$ cat config.mk
export PLATFORM = sky130hd
export DESIGN_NAME = am_pwm_modulator
export DESIGN_NICKNAME = d
export VERILOG_FILES = /design/src/rtl/am_pwm_modulator_pkg.sv /design/src/rtl/am_pwm_modulator_timebase.sv /design/src/rtl/am_pwm_modulator.sv
export SDC_FILE = /design/constraint.sdc
export NUM_CORES = 1
export LEC_CHECK = 0
export CAP_MARGIN = 20
export CORE_ASPECT_RATIO = 2
export CORE_MARGIN = 10
export CORE_UTILIZATION = 55
export DETAILED_ROUTE_END_ITERATION = 8
export GPL_TIMING_DRIVEN = 0
export PLACE_DENSITY = 0.75
export REMOVE_ABC_BUFFERS = 1
export SYNTH_ARGS = -nofsm -noshare
export SYNTH_HDL_FRONTEND = slang
export SYNTH_SLANG_ARGS = --single-unit
$ cat constraint.sdc
create_clock -name clk -period 3.7 [get_ports clk]
set_input_delay 1.11 -clock clk [delete_from_list [all_inputs] [get_ports clk]]
set_output_delay 1.11 -clock clk [all_outputs]
set_load 0.02 [all_outputs]
$ cat src/rtl/am_pwm_modulator_pkg.sv
// Shared definitions for the AM/PWM modulator: output mode encodings and
// default parameter values used by the modulator and its timebase.
package am_pwm_modulator_pkg;

    // Output mode encodings presented on the mode input.
    localparam logic [1:0] MODE_OFF = 2'd0;
    localparam logic [1:0] MODE_PWM = 2'd1;
    localparam logic [1:0] MODE_AM  = 2'd2;
    localparam logic [1:0] MODE_OOK = 2'd3;

    // Default parameter values for the modulator.
    localparam int AMPWM_DATA_W        = 8;
    localparam int AMPWM_PWM_STEPS     = 256;
    localparam int AMPWM_CLKS_PER_STEP = 1;
    localparam int AMPWM_CARRIER_DIV   = 4;

endpackage

$ cat src/rtl/am_pwm_modulator_timebase.sv
// PWM timebase: prescaler plus duty-step counter. o_boundary is high while
// both counters sit at zero, i.e. on the clock that opens a new PWM period.
module pwm_timebase #(
    parameter int PWM_STEPS     = 16,
    parameter int CLKS_PER_STEP = 1
) (
    input  logic                         i_clk,
    input  logic                         i_rst_n,
    output logic [$clog2(PWM_STEPS)-1:0] o_step,
    output logic                         o_boundary
);

    localparam int STEP_W = $clog2(PWM_STEPS);
    localparam int PRE_W  = (CLKS_PER_STEP > 1) ? $clog2(CLKS_PER_STEP) : 1;
    localparam logic [PRE_W-1:0]  PRE_LAST  = PRE_W'(CLKS_PER_STEP - 1);
    localparam logic [STEP_W-1:0] STEP_LAST = STEP_W'(PWM_STEPS - 1);

    logic [PRE_W-1:0]  r_presc;
    logic [STEP_W-1:0] r_step;
    logic              w_presc_wrap;

    assign w_presc_wrap = (r_presc == PRE_LAST);

    // Prescaler: counts 0..CLKS_PER_STEP-1 and wraps.
    always_ff @(posedge i_clk or negedge i_rst_n) begin
        if (!i_rst_n) begin
            r_presc <= '0;
        end else if (w_presc_wrap) begin
            r_presc <= '0;
        end else begin
            r_presc <= r_presc + 1'b1;
        end
    end

    // Step counter: advances on prescaler wrap, counts 0..PWM_STEPS-1.
    always_ff @(posedge i_clk or negedge i_rst_n) begin
        if (!i_rst_n) begin
            r_step <= '0;
        end else if (w_presc_wrap) begin
            r_step <= (r_step == STEP_LAST) ? '0 : r_step + 1'b1;
        end
    end

    assign o_step     = r_step;
    assign o_boundary = (r_presc == '0) && (r_step == '0);

endmodule

$ cat src/rtl/am_pwm_modulator.sv
// AM/PWM modulator: takes one duty sample per PWM period through a one-entry
// holding register and drives a registered output that is off, plain PWM,
// PWM window gated by a free-running carrier (AM), or carrier keyed on/off
// for the whole period (OOK).
module am_pwm_modulator
    import am_pwm_modulator_pkg::*;
#(
    parameter int DATA_W        = AMPWM_DATA_W,
    parameter int PWM_STEPS     = AMPWM_PWM_STEPS,
    parameter int CLKS_PER_STEP = AMPWM_CLKS_PER_STEP,
    parameter int CARRIER_DIV   = AMPWM_CARRIER_DIV
) (
    input  logic              clk,
    input  logic              rst,
    input  logic [1:0]        mode,
    input  logic [DATA_W-1:0] sample_data,
    input  logic              sample_valid,
    output logic              sample_ready,
    output logic              pwm,
    output logic              period_start,
    output logic              underrun
);

    localparam int STEP_W = $clog2(PWM_STEPS);
    localparam int DUTY_W = DATA_W + 1;
    localparam int CAR_W  = (CARRIER_DIV > 1) ? $clog2(CARRIER_DIV) : 1;
    localparam logic [DUTY_W-1:0] DUTY_FULL = DUTY_W'(PWM_STEPS);
    localparam logic [CAR_W-1:0]  CAR_LAST  = CAR_W'(CARRIER_DIV - 1);

    // Saturate a raw sample to the number of steps in a period.
    function automatic logic [DUTY_W-1:0] f_sat_duty(input logic [DATA_W-1:0] i_val);
        logic [DUTY_W-1:0] v;
        v = {1'b0, i_val};
        f_sat_duty = (v >= DUTY_FULL) ? DUTY_FULL : v;
    endfunction

    logic [STEP_W-1:0] w_step;
    logic              w_boundary;
    logic              w_accept;
    logic              w_load;
    logic              w_hold_full_nxt;
    logic [DUTY_W-1:0] w_duty_nxt;
    logic [1:0]        w_mode_nxt;
    logic              w_window_p0;
    logic              w_pwm_p0;

    logic              r_hold_full;
    logic [DATA_W-1:0] r_hold_data;
    logic              r_ready;
    logic              r_first;
    logic [DUTY_W-1:0] r_duty;
    logic [1:0]        r_mode;
    logic [CAR_W-1:0]  r_car_cnt;
    logic              r_carrier;
    logic              r_pwm;
    logic              r_period_start;
    logic              r_underrun;

    pwm_timebase #(
        .PWM_STEPS     (PWM_STEPS),
        .CLKS_PER_STEP (CLKS_PER_STEP)
    ) u_timebase (
        .i_clk      (clk),
        .i_rst_n    (rst),
        .o_step     (w_step),
        .o_boundary (w_boundary)
    );

    assign w_accept        = sample_valid & r_ready;
    assign w_load          = w_boundary & r_hold_full;
    assign w_hold_full_nxt = (r_hold_full & ~w_load) | w_accept;

    // Settings that take effect on this clock: on a boundary the new duty and
    // mode already drive the output term, so the registered pwm lines up with
    // period_start on the first clock of the period.
    assign w_duty_nxt  = w_load ? f_sat_duty(r_hold_data) : r_duty;
    assign w_mode_nxt  = w_boundary ? mode : r_mode;
    assign w_window_p0 = (DUTY_W'(w_step) < w_duty_nxt);

    // Select the output term for the active mode.
    always_comb begin
        w_pwm_p0 = 1'b0;
        case (w_mode_nxt)
            MODE_PWM: w_pwm_p0 = w_window_p0;
            MODE_AM:  w_pwm_p0 = w_window_p0 & r_carrier;
            MODE_OOK: w_pwm_p0 = (w_duty_nxt != '0) & r_carrier;
            default:  w_pwm_p0 = 1'b0;
        endcase
    end

    // Holding-register occupancy and the registered ready flag.
    always_ff @(posedge clk or negedge rst) begin
        if (!rst) begin
            r_hold_full <= 1'b0;
            r_ready     <= 1'b0;
        end else begin
            r_hold_full <= w_hold_full_nxt;
            r_ready     <= ~w_hold_full_nxt;
        end
    end

    // Holding-register payload; only meaningful while r_hold_full is set.
    always_ff @(posedge clk) begin
        if (w_accept) begin
            r_hold_data <= sample_data;
        end
    end

    // Active duty/mode, plus the flag that suppresses underrun on the first boundary.
    always_ff @(posedge clk or negedge rst) begin
        if (!rst) begin
            r_duty  <= '0;
            r_mode  <= MODE_OFF;
            r_first <= 1'b1;
        end else begin
            r_duty  <= w_duty_nxt;
            r_mode  <= w_mode_nxt;
            r_first <= 1'b0;
        end
    end

    // Free-running carrier, toggling every CARRIER_DIV clocks, never resynchronised.
    always_ff @(posedge clk or negedge rst) begin
        if (!rst) begin
            r_car_cnt <= '0;
            r_carrier <= 1'b0;
        end else if (r_car_cnt == CAR_LAST) begin
            r_car_cnt <= '0;
            r_carrier <= ~r_carrier;
        end else begin
            r_car_cnt <= r_car_cnt + 1'b1;
        end
    end

    // Registered outputs: modulated pwm and the per-period status pulses.
    always_ff @(posedge clk or negedge rst) begin
        if (!rst) begin
            r_pwm          <= 1'b0;
            r_period_start <= 1'b0;
            r_underrun     <= 1'b0;
        end else begin
            r_pwm          <= w_pwm_p0;
            r_period_start <= w_boundary;
            r_underrun     <= w_boundary & ~r_hold_full & ~r_first;
        end
    end

    assign sample_ready = r_ready;
    assign pwm          = r_pwm;
    assign period_start = r_period_start;
    assign underrun     = r_underrun;

endmodule
==> impl_metrics.tcl <==
set metrics [dict create \
    max-cap-violations 0 \
    grt_pass1_wl_mm 5.53 \
    finalPower_uw 749 \
    slowest_stage "nor4b_1" \
    overflow 0 \
    p_per_area_nw_per_um2 387 \
    ir_worst_vdd_v 0.000269 \
    hold_viol_final 0 \
    nets 175 \
    preCtsSetupSlack_ns 0.301 \
    grt_pass1_vias 1247 \
    postCtsSetupBuffers 0 \
    antenna_found_initial 0 \
    drive_above_1_share_pct 10.5 \
    status "finished, final reports clean" \
    cts_root_buf "clkbuf_8" \
    fin_skew_ns 0.00804 \
    syn-mean-instance-area_um2 12.6 \
    routedWlPerCell_um 17.5 \
    dieArea_um2 5620 \
    cp.arrival_ns 3.54 \
    ant_nets 0 \
    core_region_area_um2 2770 \
    portBuffers 16 \
    cp.required_ns 3.85 \
    p_seq_share_pct 55.9 \
    min_path_cells 1 \
    yosys.area.top_type_share_pct 42.0 \
    fin_crit_sh_pct 91.7 \
    hp-class "register to register" \
    p_leak_uw 0.000945 \
    vias_per_cell 5.87 \
    drt_iter0_drc 23 \
    die_width_um 58.2 \
    yosys_warnings 0 \
    tightest_slew_ns 0.742 \
    clkPwrFrac_pct 39.3 \
    cts_sinks 36 \
    grt.total_usage_pct 12.9 \
    max_stage_delay_ns 0.62 \
    grt_setup_unrepaired "false" \
    criticalPathCategory "register to register" \
    synthesis.instances 128 \
    grt_max_degree 19 \
    dr.pass1.iters 4 \
    cts.path.max_buffers 2 \
    p_sw_share_pct 19.4 \
    reg2reg_depth 12 \
    p_switching_uw 145 \
    netlist_area_um2 1610 \
    period_minus_slack_ns 3.39 \
    yosysTopAreaCell "dfrtp_1" \
    setup_viol_count_final 0 \
    vias 1069 \
    slew-limit-headroom_pct 49.8 \
    tns_ns 0 \
    die_y_um 96.5 \
    setup_ws_ns 0.308 \
    synthTopCellsByArea "dfrtp_1 42%, edfxtp_1 15%, ha_1 7.8%" \
    cts_tree "yes" \
    clk_latency_ns 0.29 \
    pwr-share-comb_pct 4.8 \
    start_util_pct 58.1 \
    cp_max_fo 10 \
    yosysUniqueCellTypes 37 \
    areaGrowthSynthToFinish_pct 20.3 \
    clock.fmax_ghz 0.295 \
    drv_slew 0 \
    crit_chain "inv_1, ha_1, nor4b_1, nand2_2, mux2_2, inv_1, ha_1, and3_1, nand2_1, or3b_1, a211oi_1, a311oi_2" \
    clk_pin_slew_worst_paths_ns 0.07 \
    synth_seq_cells 36 \
    htreeDepth 2 \
    gp_congestion 0.798 \
    numCtsBuffers 5 \
    row_count 27 \
    drcViolationCount 0 \
    yosysSeqAreaShare_pct 58.6 \
    antennaDiodeCount 0 \
    place_hpwl_mm 2.48 \
    cp-start-kind "register" \
    endpoint_kind "register" \
    ios 17 \
    postRouteWirelength_mm 3.19 \
    p_int_uw 604 \
]
[path summary, 6_finish.rpt]
path	start	end	slack (ns)
hold / removal	r_car_cnt[0]$_DFF_PN0_	r_car_cnt[0]$_DFF_PN0_	0.45
setup / recovery	u_timebase.o_step[0]$_DFF_PN0_	pwm$_DFF_PN0_	0.31
max in group asynchronous	rst	r_first$_DFF_PN1_	1.92
setup reg to reg	u_timebase.o_step[0]$_DFF_PN0_	pwm$_DFF_PN0_	0.31
min in group asynchronous	rst	r_car_cnt[0]$_DFF_PN0_	1.20
hold reg to reg	r_car_cnt[0]$_DFF_PN0_	r_car_cnt[0]$_DFF_PN0_	0.45
[metal layers]
metal  up-vias  share of wire (%)  track usage [%]
li1        504                  -                -
met1       528                 35             10.9
met2        25                 57             24.4
met3        12                4.2             4.05
met4         0                4.2             9.06
met5         -                  0                0
[sequential cells by signal, indices dropped and copies added, names as in the netlist, 2 cells and up]
name and cells:
r_car_cnt 2, r_hold_data 8, r_duty 9, u_timebase.o_step 8, r_mode 2
[cell type report]
type,count,area [um2]
Tap cell,29,36.3
Sequential cell,36,942
Multi-Input combinational cell,78,612
Timing Repair Buffer,17,188
Inverter,14,57.6
Clock buffer,8,100
Fill cell,189,835
[timing repair]
action / in CTS / in global routing
hold buffers: 0 / 0
endpoints found under the hold margin: 0 / 0
resized for setup: 0 / 1
endpoints found under the setup margin: 0 / 1
[power by group through the flow]
stage	sequential (uW)	combinational, uW	clock, uW
after detailed placement	426	36.4	0
after floorplan	426	8.05	0
after global routing	418	39.2	321
after CTS	418	36.6	304
final	418	35.8	295
after global placement	425	31.8	0
[kinds of logic (layout without fill, tap and decap cells)]
group | count (synthesis) | count (layout) | share of synthesized area, %
flops | 36 | 36 | 58.6
simple gates | 33 | 33 | 11.7
compound gates | 17 | 17 | 7.46
buf+inv | 14 | 39 | 3.58
mux | 11 | 11 | 7.39
fa+ha+maj | 10 | 10 | 7.78
xor+xnor | 6 | 6 | 3.27
other cells | 1 | 1 | 0.233
[layout by cell type (no fill, tap or decap), types with 2 or more instances in the layout]
cell	netlist	routed
and2_1	2	2
mux2_2	2	2
a21oi_1	5	5
xor2_1	3	3
a21o_1	2	2
nor4b_1	2	2
mux2i_1	7	7
clkdlybuf4s50_1	0	16
inv_1	13	13
dfrtp_1	27	27
and3_1	2	2
clkbuf_8	0	7
nor2_1	5	5
edfxtp_1	8	8
nor4_1	4	4
xnor2_1	3	3
o21ai_0	3	3
ha_1	10	10
nand2_1	8	7
nand3_1	2	2
nand4_1	2	2
[stage by stage]
stage,area (um2),utilization [%],hold WS [ns],std cells
4_1_cts,1930,69.8,0.459,182
5_1_grt,1940,69.9,0.484,182
2_1_floorplan,1610,-,0.403,128
3_3_place_gp,1810,65.2,0.413,173
3_5_place_dp,1830,66.2,0.448,174
6_report,1940,69.9,0.448,182
[cells in the mapped netlist]
library cell	instances
or3b_1	1
mux2i_1	7
ha_1	10
nand3_1	2
o41ai_1	1
and3_1	2
and2_1	2
o22ai_1	1
nand2b_1	1
conb_1	1
a311oi_2	1
and4_1	1
xor2_1	3
a21o_1	2
or4b_1	1
clkinv_4	1
mux2_4	1
inv_1	13
nor2_1	5
dfstp_2	1
o21ai_0	3
nand2_1	8
nand4_1	2
nor4_1	4
a211oi_1	1
nor3_1	1
o22a_1	1
xnor2_1	3
a21oi_1	5
a221oi_1	1
mux2_1	1
dfrtp_1	27
or4_4	1
a32o_1	1
mux2_2	2
edfxtp_1	8
nor4b_1	2
[critical path, delay by kind of cell, from the launching register on]
kind	cells	cell delay, ns
flip-flops	1	0.41
multiplexers	1	0.33
adder cells (fa/ha/maj)	2	0.45
buffers and inverters	2	0.14
AND/OR/NAND/NOR	5	1.59
AO/OA/AOI/OAI	2	0.33
Note: power is estimated with default switching activity, not from simulation.
